<file path="config.mk">
export PLATFORM = sky130hd
export DESIGN_NAME = adc_clip_window_monitor
export DESIGN_NICKNAME = d
export VERILOG_FILES = /design/src/rtl/adc_clip_window_monitor.sv
export SDC_FILE = /design/constraint.sdc
export NUM_CORES = 1
export LEC_CHECK = 0
export CORE_MARGIN = 2
export CORE_UTILIZATION = 25
export CTS_CLUSTER_DIAMETER = 200
export DETAILED_ROUTE_END_ITERATION = 12
export DONT_BUFFER_PORTS = 1
export SYNTH_ARGS = -nofsm -noshare
export SYNTH_HDL_FRONTEND = slang
export SYNTH_SLANG_ARGS = --single-unit
</file>
<file path="constraint.sdc">
create_clock -name clk -period 4.6 [get_ports clk]
set_clock_uncertainty 0.05 [all_clocks]
set_input_delay 0.46 -clock clk [delete_from_list [all_inputs] [get_ports clk]]
set_output_delay 0.46 -clock clk [all_outputs]
set_load 0.02 [all_outputs]
</file>
<file path="src/rtl/adc_clip_window_monitor.sv">
// adc_clip_window_monitor: counts clip_in cycles over back-to-back programmable windows (ADC_CLIP_RUN_LENGTH_EN adds max_run).
// Latency: count/alarm/max_run register on the last window sample; count_valid strobes on the following ce-cycle.
// Backpressure: none; ce=0 freezes all state and suppresses count_valid.
module adc_clip_window_monitor #(
  parameter int WIN_WIDTH   = 32,
  parameter int COUNT_WIDTH = 32
) (
  input  logic                   clk,
  input  logic                   rst_n,
  input  logic                   ce,
  input  logic                   clip_in,
  input  logic                   arm,
  input  logic [WIN_WIDTH-1:0]   win_len,
  input  logic [COUNT_WIDTH-1:0] threshold,
  input  logic                   clear_sticky,
  output logic [COUNT_WIDTH-1:0] clip_count,
  output logic                   count_valid,
  output logic                   alarm,
  output logic                   sticky_clip,
  output logic                   busy
`ifdef ADC_CLIP_RUN_LENGTH_EN
  ,
  output logic [COUNT_WIDTH-1:0] max_run
`endif
);

  typedef enum logic [1:0] {IDLE, LOAD, COUNT, PUBLISH} state_t;

  state_t                 state_q;
  state_t                 state_d;
  logic [WIN_WIDTH-1:0]   len_q;
  logic [WIN_WIDTH-1:0]   cyc_q;
  logic [WIN_WIDTH-1:0]   len_cur;
  logic [WIN_WIDTH-1:0]   cyc_d;
  logic [COUNT_WIDTH-1:0] acc_q;
  logic [COUNT_WIDTH-1:0] acc_d;
  logic                   sample;
  logic                   first;
  logic                   last;

  always_ff @(posedge clk or negedge rst_n) begin
    if (!rst_n) begin
      state_q <= IDLE;
    end else if (ce) begin
      state_q <= state_d;
    end
  end

  always_comb begin
    state_d     = state_q;
    sample      = 1'b0;
    first       = 1'b0;
    count_valid = 1'b0;
    case (state_q)
      IDLE: begin
        if (arm) state_d = LOAD;
      end
      LOAD: begin
        sample = 1'b1;
        first  = 1'b1;
      end
      COUNT: begin
        sample = 1'b1;
      end
      PUBLISH: begin
        count_valid = ce;
        // An armed publish cycle doubles as the first sample of the next window.
        if (arm) begin
          sample = 1'b1;
          first  = 1'b1;
        end else begin
          state_d = IDLE;
        end
      end
      default: state_d = IDLE;
    endcase

    busy    = sample;
    len_cur = first ? ((win_len == '0) ? WIN_WIDTH'(1) : win_len) : len_q;
    cyc_d   = first ? WIN_WIDTH'(1) : cyc_q + WIN_WIDTH'(1);
    last    = (cyc_d == len_cur);
    acc_d   = first ? COUNT_WIDTH'(clip_in)
                    : ((&acc_q) ? acc_q : acc_q + COUNT_WIDTH'(clip_in));

    if (sample) state_d = last ? PUBLISH : COUNT;
  end

  always_ff @(posedge clk or negedge rst_n) begin
    if (!rst_n) begin
      len_q       <= '0;
      cyc_q       <= '0;
      acc_q       <= '0;
      clip_count  <= '0;
      alarm       <= 1'b0;
      sticky_clip <= 1'b0;
    end else if (ce) begin
      if (sample) begin
        len_q <= len_cur;
        cyc_q <= cyc_d;
        acc_q <= acc_d;
        if (last) begin
          clip_count <= acc_d;
          alarm      <= (acc_d >= threshold);
        end
      end
      // A new clip wins over a coincident clear.
      if (sample && clip_in) begin
        sticky_clip <= 1'b1;
      end else if (clear_sticky) begin
        sticky_clip <= 1'b0;
      end
    end
  end

`ifdef ADC_CLIP_RUN_LENGTH_EN
  logic [COUNT_WIDTH-1:0] run_q;
  logic [COUNT_WIDTH-1:0] run_d;
  logic [COUNT_WIDTH-1:0] mrun_q;
  logic [COUNT_WIDTH-1:0] mrun_d;

  always_comb begin
    run_d = '0;
    if (clip_in) begin
      run_d = first ? COUNT_WIDTH'(1)
                    : ((&run_q) ? run_q : run_q + COUNT_WIDTH'(1));
    end
    mrun_d = (first || (run_d > mrun_q)) ? run_d : mrun_q;
  end

  always_ff @(posedge clk or negedge rst_n) begin
    if (!rst_n) begin
      run_q   <= '0;
      mrun_q  <= '0;
      max_run <= '0;
    end else if (ce && sample) begin
      run_q  <= run_d;
      mrun_q <= mrun_d;
      if (last) max_run <= mrun_d;
    end
  end
`endif

endmodule

</file>
==> results.md <==
* Status: completed
* Max-cap viol count at 0
* Hold Path Sink: len_q[26]
* Hold Startpoint: win_len[26]
* Clk pin slew, worst setup/hold paths at 60 ps
* Root buffer cell: clkbuf_16
* Sequential share of the synthesized area at 39.6%
* CTS sink cnt at 132
* Hold Crit Depth at 2
* # diodes at 0
* Die height at 187 um
* Post-synth EDFFs at 0
* Reg2reg start: cyc_q[0]
* NetSw at 1.68 mW
* Startpoint types: flop
* Synth Register Bits at 132
* Mapped cell area at 8330 um2
* Vias/cell at 4.81
* Final Hold Vio Count at 0
* Area delta synth->final at 12.0%
* Max Freq at 0.248 GHz
* CP arrival at 4290 ps
* Logic pwr share at 35.2%
* GRT overflow at 0
* RR Endpoint: clip_count[18]
* Met3 WL at 1.48 mm
* Ports at 106
* Clock latency at the later pin of the worst-skew pair at 430 ps
* Initial antenna violation count at 0
* First-pass GRT wire length at 36.6 mm
* Int Power at 2.71 mW
* Die width at 187 um
* Starting density of the core at 25.5%
* Fin crit period at 4030 ps
* Most used DFF post-synth: dfrtp_1
* Static leakage at 4.11 nW
* Worst endpoint required time at 4860 ps
* Fillcell total at 3463
* Post-DRT Antenna Nets at 0
* Fin crit share at 87.6%
* Gr usage total at 13.4%
* Yosys cell types at 58
* Post-CTS Setup Bufs at 0
* H-tree levels at 4
* HPWL after DPL at 16.7 mm
* Core Area at 32700 um2
* Final setup fails at 0
* Ratio of cells with drive above 1 in the final layout at 13.0%
* Pre-antenna DRT Iters at 6
* Synth Area per Inst at 9.21 um2
* RSZ-0062 raised after global routing: false
* Crit. End Element: flop
* R2R cell count at 11
* Initial DRC Count at 450
* Slew Viols, Final at 0
* R2r setup slk at 570 ps
* Via count at 6476
* # placed instances at 1312
* Longest Clk Path Bufs at 2
* Yosys warns at 0
* Synth Net Count at 1013
* Clock tree from TritonCTS: yes
* WHS at 111 ps
* Worst Tran Pin Value at 934 ps
* Largest net degree at the start of global routing at 133
* Uppermost layer routed: met4
* Fin Setup TNS at 0 ps
* Row count at 66
* Drc violations at 0
* Drt total wl at 22.9 mm
* Wire length per cell at 17.0 um
* Final non-filler cell total at 1345
* Clk pwr share at 29.1%
* HP Class: in -> reg
* Wire length on met2 at 11.1 mm
* Vias in the first global route at 6386
* Die area at 34800 um2
* Syn Inst Count at 905
* Cell area power density at 470 nW/um2
* FFs w/ async S/R, synth at 100%
* Switching portion of total power at 38.3%
* Nets at 999
* PortBufs at 0
* Rel. slew slack at 37.5%
* TritonCTS buffer count at 17
* Crit Path Class: reg -> reg
* Max FO, Critical Path at 33
* Worst-case vdd ir drop at 0.000314 V
* Post-Route M1 WL at 10.0 mm
* RePlAce Congestion at 0.910
* Sequential group share of total power at 35.8%
-- repair_timing --
item                                    4_1_cts  5_1_grt
hold buffers                                  2        0
resized for setup                             0        0
endpoints found under the setup margin        0        0
endpoints found under the hold margin       132        0
-- kinds of logic after synthesis --
logic type	count (synthesis)	share of synthesized area (%)
and+or+nand+nor	363	21.0
AOI/OAI and AO/OA	143	11.0
DFF	132	39.6
buffers and inverters	87	4.44
xor gates and xnor gates	76	7.99
muxes	66	10.2
adders and majority gates	38	5.71
-- sequential cells by signal (all words and copies together) (netlist names) --
| signal | flops |
|---|---|
| alarm | 1 |
| sticky_clip | 1 |
| state_q | 2 |
| len_q | 32 |
| cyc_q | 32 |
| clip_count | 32 |
| acc_q | 32 |
-- cell usage after synthesis (11+ instances only) --
master	number	area share, %
mux2_2	35	4.7
clkbuf_1	26	1.2
o31ai_1	31	2.8
mux2_4	29	5.2
nor2_1	77	3.5
inv_1	42	1.9
xnor2_1	51	5.4
a21oi_1	24	1.4
nor4_1	11	0.83
o21ai_0	48	2.9
nand4_1	27	2.0
ha_1	38	5.7
and4_1	17	1.8
nor3_1	16	0.96
nand2_1	147	6.6
nand3_1	28	1.7
dfrtp_1	132	40
xor2_1	25	2.6
-- critical path, cell delays in order, from the launching register on --
cell	delay [ps]
dfrtp_1	460
ha_1	320
nand4_1	240
nor4_1	490
nand3_1	240
and3b_1	240
o32a_1	320
or4_4	490
nor4_4	280
nand2_2	80
buf_4	310
mux2_4	360
-- layout make-up --
cell class                 instances  area [um2]  area share (%)
clock inverter                    10        83.8           0.898
timing repair buffer              12         113            1.21
multi-input combinational        686        4660            50.0
clock buffer                      21         460            4.93
sequential                       132        3300            35.4
inverter                          42         158            1.69
tap                              442         553            5.92
-- power groups by stage --
stage / Clock, mW / Combinational (mW) / Sequential (mW)
2_1_floorplan: 0 / 1.18 / 1.50
3_3_place_gp: 0 / 1.49 / 1.59
3_5_place_dp: 0 / 1.51 / 1.59
4_1_cts: 1.31 / 1.55 / 1.57
5_1_grt: 1.37 / 1.70 / 1.60
6_report: 1.28 / 1.54 / 1.57
-- cell usage in the layout, fill, tap and decap left out, types with 24 or more instances in the layout --
cell,instances
inv_1,42
nand4_1,27
ha_1,38
xor2_1,25
nor2_1,76
mux2_2,35
a21oi_1,24
o21ai_0,48
mux2_4,29
xnor2_1,51
nand2_1,146
nand3_1,28
dfrtp_1,132
o31ai_1,31
-- metal layers --
metal / track usage, % / vias up
met5: 0 / -
met3: 4.12 / 21
met2: 22.1 / 175
met1: 17.1 / 3119
met4: 3.54 / 0
li1: - / 3161
-- per-stage QoR --
| step | setup slack (ps) | total power, mW | util, % | area, um2 |
|---|---|---|---|---|
| floorplan | 1200 | 2.68 | - | 8330 |
| global placement | 619 | 3.07 | 26.8 | 8750 |
| detailed placement | 602 | 3.11 | 26.8 | 8750 |
| CTS | 571 | 4.43 | 28.5 | 9340 |
| global route | 93.0 | 4.68 | 28.5 | 9340 |
| finish | 572 | 4.39 | 28.5 | 9340 |
-- worst max path at each step --
stage          slack, ps  startpoint  depth (start not counted)        endpoint
6_report             570    cyc_q[0]                         11  clip_count[18]
2_1_floorplan       1200    acc_q[2]                         17           alarm
3_5_place_dp         600   acc_q[20]                         16           alarm
3_3_place_gp         620   acc_q[20]                         16           alarm
4_1_cts              570   acc_q[20]                         16           alarm
5_1_grt               90   acc_q[20]                         18           alarm
No activity file was read; power rests on OpenSTA's default activity.
